==> src/rtl/muldiv_unit.sv <==
`default_nettype none
// ============================================================================
// Module   : muldiv_unit
// Purpose  : Iterative RV32M multiply/divide unit. One shared 32-iteration
//            engine does shift-add multiply and restoring divide on operand
//            magnitudes. The sign is fixed up in a final SIGN cycle.
// Ports    : clk, rst      - clock, synchronous active-high reset
//            start         - request, accepted only in IDLE or DONE
//            funct3[2:0]   - RV32M operation select
//            op_a, op_b    - rs1 / rs2 operand values
//            busy          - operation in flight (CALC or SIGN)
//            done          - one-cycle pulse, result valid
//            result[31:0]  - registered result, held until replaced
// Revision : 1.0 - initial release
// ============================================================================
module muldiv_unit (
  input  logic        clk,
  input  logic        rst,
  input  logic        start,
  input  logic [2:0]  funct3,
  input  logic [31:0] op_a,
  input  logic [31:0] op_b,
  output logic        busy,
  output logic        done,
  output logic [31:0] result
);

  localparam logic [1:0] S_IDLE = 2'd0;
  localparam logic [1:0] S_CALC = 2'd1;
  localparam logic [1:0] S_SIGN = 2'd2;
  localparam logic [1:0] S_DONE = 2'd3;

  logic [1:0]  state_q,  state_d;
  logic [4:0]  cnt_q,    cnt_d;
  logic [2:0]  f3_q,     f3_d;
  logic [63:0] acc_q,    acc_d;    // mul: {partial hi, multiplier/product lo}; div: {remainder, dividend/quotient}
  logic [31:0] opb_q,    opb_d;    // mul: multiplicand magnitude; div: divisor magnitude
  logic        neg_q,    neg_d;    // negate the engine output in SIGN
  logic [31:0] result_q, result_d;

  logic        a_signed, b_signed, sa, sb;
  logic [31:0] mag_a, mag_b;
  logic        is_div, div_zero, div_ovf, accept;
  logic [32:0] mul_sum;
  logic [63:0] mul_next;
  logic [32:0] shifted;
  logic        ge;
  logic [31:0] diff, rem_next;
  logic [63:0] div_next;
  logic [63:0] prod;
  logic [31:0] quot, remv;
  logic [31:0] sign_val;

  always_comb begin
    a_signed = (funct3 == 3'b000) || (funct3 == 3'b001) || (funct3 == 3'b010) ||
               (funct3 == 3'b100) || (funct3 == 3'b110);
    b_signed = (funct3 == 3'b000) || (funct3 == 3'b001) ||
               (funct3 == 3'b100) || (funct3 == 3'b110);
    sa       = a_signed & op_a[31];
    sb       = b_signed & op_b[31];
    mag_a    = sa ? (~op_a + 32'd1) : op_a;
    mag_b    = sb ? (~op_b + 32'd1) : op_b;
    is_div   = funct3[2];
    div_zero = is_div && (op_b == 32'd0);
    div_ovf  = is_div && !funct3[0] && (op_a == 32'h8000_0000) && (op_b == 32'hFFFF_FFFF);
    accept   = start && ((state_q == S_IDLE) || (state_q == S_DONE));

    // Shift-add step: add multiplicand into the high half when the current
    // multiplier LSB is set, then shift the 65-bit {carry, acc} right by one.
    mul_sum  = {1'b0, acc_q[63:32]} + (acc_q[0] ? {1'b0, opb_q} : 33'd0);
    mul_next = {mul_sum, acc_q[31:1]};

    // Restoring divide step: shift the next dividend bit into the partial
    // remainder; the 33rd bit catches a partial that momentarily exceeds 32 bits.
    shifted  = {acc_q[63:32], acc_q[31]};
    ge       = (shifted >= {1'b0, opb_q});
    diff     = shifted[31:0] - opb_q;
    rem_next = ge ? diff : shifted[31:0];
    div_next = {rem_next, acc_q[30:0], ge};

    prod     = neg_q ? (~acc_q + 64'd1) : acc_q;
    quot     = neg_q ? (~acc_q[31:0] + 32'd1) : acc_q[31:0];
    remv     = neg_q ? (~acc_q[63:32] + 32'd1) : acc_q[63:32];
    case (f3_q)
      3'b000:          sign_val = prod[31:0];
      3'b001, 3'b010,
      3'b011:          sign_val = prod[63:32];
      3'b100, 3'b101:  sign_val = quot;
      default:         sign_val = remv;
    endcase

    state_d  = state_q;
    cnt_d    = cnt_q;
    f3_d     = f3_q;
    acc_d    = acc_q;
    opb_d    = opb_q;
    neg_d    = neg_q;
    result_d = result_q;

    case (state_q)
      S_CALC: begin
        acc_d = f3_q[2] ? div_next : mul_next;
        cnt_d = cnt_q + 5'd1;
        if (cnt_q == 5'd31) state_d = S_SIGN;
      end
      S_SIGN: begin
        result_d = sign_val;
        state_d  = S_DONE;
      end
      default: begin  // S_IDLE, S_DONE
        state_d = S_IDLE;
        if (accept) begin
          f3_d = funct3;
          if (div_zero) begin
            result_d = funct3[1] ? op_a : 32'hFFFF_FFFF;
            state_d  = S_DONE;
          end else if (div_ovf) begin
            result_d = funct3[1] ? 32'd0 : 32'h8000_0000;
            state_d  = S_DONE;
          end else begin
            state_d = S_CALC;
            cnt_d   = 5'd0;
            // Remainder takes the dividend's sign; everything else sa^sb.
            neg_d   = (is_div && funct3[1]) ? sa : (sa ^ sb);
            acc_d   = is_div ? {32'd0, mag_a} : {32'd0, mag_b};
            opb_d   = is_div ? mag_b : mag_a;
          end
        end
      end
    endcase
  end

  always_ff @(posedge clk) begin
    if (rst) begin
      state_q  <= S_IDLE;
      cnt_q    <= 5'd0;
      f3_q     <= 3'd0;
      acc_q    <= 64'd0;
      opb_q    <= 32'd0;
      neg_q    <= 1'b0;
      result_q <= 32'd0;
    end else begin
      state_q  <= state_d;
      cnt_q    <= cnt_d;
      f3_q     <= f3_d;
      acc_q    <= acc_d;
      opb_q    <= opb_d;
      neg_q    <= neg_d;
      result_q <= result_d;
    end
  end

  assign busy   = (state_q == S_CALC) || (state_q == S_SIGN);
  assign done   = (state_q == S_DONE);
  assign result = result_q;

endmodule
`default_nettype wire

==> config.mk <==
export PLATFORM = sky130hd
export DESIGN_NAME = muldiv_unit
export DESIGN_NICKNAME = d
export VERILOG_FILES = /design/src/rtl/muldiv_unit.sv
export SDC_FILE = /design/constraint.sdc
export NUM_CORES = 1
export LEC_CHECK = 0
export BUFFER_PORTS_ARGS = -buffer_cell sky130_fd_sc_hd__clkbuf_2
export CORE_MARGIN = 3
export CORE_UTILIZATION = 40
export CTS_BUF_LIST = sky130_fd_sc_hd__clkbuf_8
export DETAILED_ROUTE_END_ITERATION = 8
export PLACE_DENSITY = 0.59
export SLEW_MARGIN = 20
export SYNTH_ARGS = -nofsm -noshare
export SYNTH_HDL_FRONTEND = slang
export SYNTH_SLANG_ARGS = --single-unit
export TNS_END_PERCENT = 50
==> constraint.sdc <==
create_clock -name clk -period 5.9 [get_ports clk]
set_input_delay 0.295 -clock clk [delete_from_list [all_inputs] [get_ports clk]]
set_output_delay 0.295 -clock clk [all_outputs]
set_load 0.05 [all_outputs]
==> impl_metrics.py <==
metrics = {
    "cells_and_area": {
        "drive_gt1_share_pct": 10.4,
        "multiInputGateArea_mm2": 0.0108,
        "n_fill_cell": 3738,
        "layout_common_cells": "nor2_1, a21oi_1, nand2_1, dfxtp_1, o21ai_0",
        "areaGrowthSynthToFinish_pct": 7.88,
        "layout.nets": 2186,
        "seq_area_mm2": 0.00279,
        "mostFrequentLayoutCell": "nor2_1",
        "antenna_cells": 0,
    },
    "yosys": {
        "synth_edf_count": 0,
        "syn-num-nets": 2186,
        "synthArstFlopShare_pct": 0,
        "synthCells": 2040,
        "avgSynthCellArea_um2": 7.10,
        "synthFlopType": "dfxtp_1",
        "syn-cell-area_mm2": 0.0145,
        "synth_cell_type_count": 79,
        "yosysSeqAreaShare_pct": 19.2,
        "ys_seq_elements": 139,
        "yosysWarnings": 0,
    },
    "timing": {
        "tns_ns": 0,
        "hold_violations": 0,
        "tightest_slew_ns": 1.09,
        "timing.final.crit_period_ns": 4.16,
        "maxSlewHeadroom_pct": 27.3,
        "finalCritPeriodShare_pct": 70.6,
        "fin_skew_ns": 0.0229,
        "finalMaxSlewViolations": 0,
        "fmax_mhz": 240,
        "setup_violations": 0,
        "rsz0062_at_grt": "no",
    },
    "grt": {
        "use_met3_pct": 6.78,
        "grt.busiest_layer": "met2",
        "grt.met2_usage_pct": 46.5,
        "grt_pass1_vias": 15016,
        "grt_use_total_pct": 30.9,
        "grt_max_degree": 77,
        "antenna_found_initial": 0,
        "gr-usage-met1_pct": 43.7,
        "overflow": 0,
        "grt_pass1_wl_um": 92500,
    },
    "clock_tree": {
        "numClockSinks": 139,
        "post_cts_buffers": 0,
        "post_cts_resized": 0,
        "clk_pin_slew_ns": 0.10,
        "cts_tree": "built",
        "cts_root_buf": "clkbuf_8",
        "clock_latency_ns": 0.49,
        "clk_path_buf_depth": 2,
        "cts_buffers": 17,
        "htreeDepth": 4,
        "hold_buffers": 0,
    },
    "power": {
        "peakVddDrop_v": 0.000171,
        "leakage_nw": 6.21,
        "p_total_w": 0.00617,
        "power_density_mw_per_mm2": 395,
    },
    "route": {
        "totalWireLength_um": 61300,
        "ant_nets": 0,
        "drc": 0,
        "routed_via_density": 6.44,
        "drt_iter0_markers": 2028,
        "wl_per_cell_um": 24.4,
        "dr.pass1.iters": 8,
        "route.vias.total": 16192,
    },
    "job": {
        "cap_violations": 0,
    },
    "placement": {
        "hpwl_um": 47000,
        "port_buffers": 103,
        "place_congestion": 1.02,
    },
    "worst_setup_path": {
        "worstSetupPathType": "reg -> reg",
        "cp_max_fo": 15,
        "worstPathRequired_ns": 6.27,
        "cp-end-kind": "flip-flop",
        "r2r_slack_ns": 1.74,
        "reg2reg_depth": 11,
        "cp-start-kind": "flip-flop",
        "crit_arrival_ns": 4.53,
    },
    "worst_hold_path": {
        "hp-class": "in -> reg",
        "whs_path_depth": 3,
    },
    "die": {
        "io_pins": 104,
        "die_y_um": 196,
        "start_util_pct": 40.6,
        "dieArea_mm2": 0.0385,
        "rows": 69,
        "die-width_um": 196,
        "core_area_mm2": 0.0357,
    },
    "outcome": {
        "run_status": "complete, no violations",
    },
}
-- Yosys cell counts, types with 19 or more instances --
| cell | number | share of area [%] |
|---|---|---|
| nor4_1 | 27 | 1.2 |
| nor3_1 | 59 | 2.0 |
| nor2_1 | 273 | 7.1 |
| or4_1 | 24 | 1.2 |
| a21o_1 | 25 | 1.3 |
| ha_1 | 74 | 6.4 |
| o21ai_0 | 130 | 4.5 |
| xnor2_1 | 92 | 5.6 |
| inv_1 | 71 | 1.8 |
| o31ai_1 | 27 | 1.4 |
| a211oi_1 | 71 | 3.7 |
| mux2i_1 | 56 | 3.9 |
| nand2_1 | 152 | 3.9 |
| xor2_1 | 80 | 4.8 |
| a21oi_1 | 170 | 5.9 |
| a22oi_1 | 19 | 0.99 |
| o22ai_1 | 20 | 0.86 |
| o211ai_1 | 27 | 1.4 |
| nand3_1 | 46 | 1.6 |
| clkbuf_1 | 113 | 2.9 |
| dfxtp_1 | 139 | 19 |
| nand4_1 | 23 | 0.99 |
| nand2b_1 | 19 | 0.82 |
-- metrics by stage --
step | worst slack (ns) | util (%) | hold WS, ns | area, µm² | std cells
after floorplan | 2.70 | - | 0.432 | 14500 | 2040
after global placement | 1.79 | 42.6 | 0.450 | 15200 | 2482
after detailed placement | 1.76 | 42.6 | 0.454 | 15200 | 2482
after CTS | 1.81 | 43.8 | 0.109 | 15600 | 2513
after global routing | 1.55 | 43.8 | 0.135 | 15600 | 2513
final | 1.74 | 43.8 | 0.133 | 15600 | 2513
-- sequential cells by signal (all words and copies together) (netlist names) --
name	cells
result	32
opb_q	32
neg_q	1
f3_q	3
cnt_q	5
acc_q	64
state_q	2
-- final timing paths --
path / start / to
min: start / f3_q[0]
max reg2reg: acc_q[37] / acc_q[32]
min reg2reg: result[17] / result[17]
max: acc_q[37] / acc_q[32]
-- layout make-up --
cell class	instances	area share, %
clock buffers	17	1.50
clock inverters	14	1.18
inverters	72	1.73
multi-input cells	1679	69.4
flip-flops and latches	139	17.8
well taps	461	3.69
repair buffers	131	4.66
-- report_power, final --
part	internal, W	switching [W]	total [W]
Sequential	0.00117	0.000313	0.00148
Clock	0.000426	0.000458	0.000884
Combinational	0.00126	0.00255	0.00381
Total	0.00285	0.00332	0.00617
-- kinds of logic (layout without fill, tap and decap cells) --
family                     after synthesis  count (layout)  share of synthesized area [%]
muxes                                   74              74                           5.27
and+or+nand+nor                        716             716                           23.3
AOI/OAI and AO/OA                      641             641                           29.1
adders and majority gates               76              76                           6.67
xor gates and xnor gates               172             172                           10.4
buffers and inverters                  222             234                           6.07
DFF                                    139             139                           19.2
-- worst max-delay path, stage by stage (launching register included) --
cell	delay (ns)
dfxtp_1	0.71
ha_1	0.36
nand4_1	0.16
a211oi_1	0.29
o21bai_1	0.15
a21oi_1	0.26
a21oi_1	0.19
o21ai_1	0.43
a21o_1	0.54
buf_4	0.40
mux2_2	0.38
o221ai_1	0.16
-- layer usage --
| layer | up-vias | routed length (µm) | share of wire (%) |
|---|---|---|---|
| li1 | 7468 | - | - |
| met5 | - | 0 | 0 |
| met2 | 890 | 26100 | 43 |
| met3 | 130 | 6010 | 9.8 |
| met1 | 7704 | 27100 | 44 |
| met4 | 0 | 2020 | 3.3 |
(Power assumes the default switching activity.)
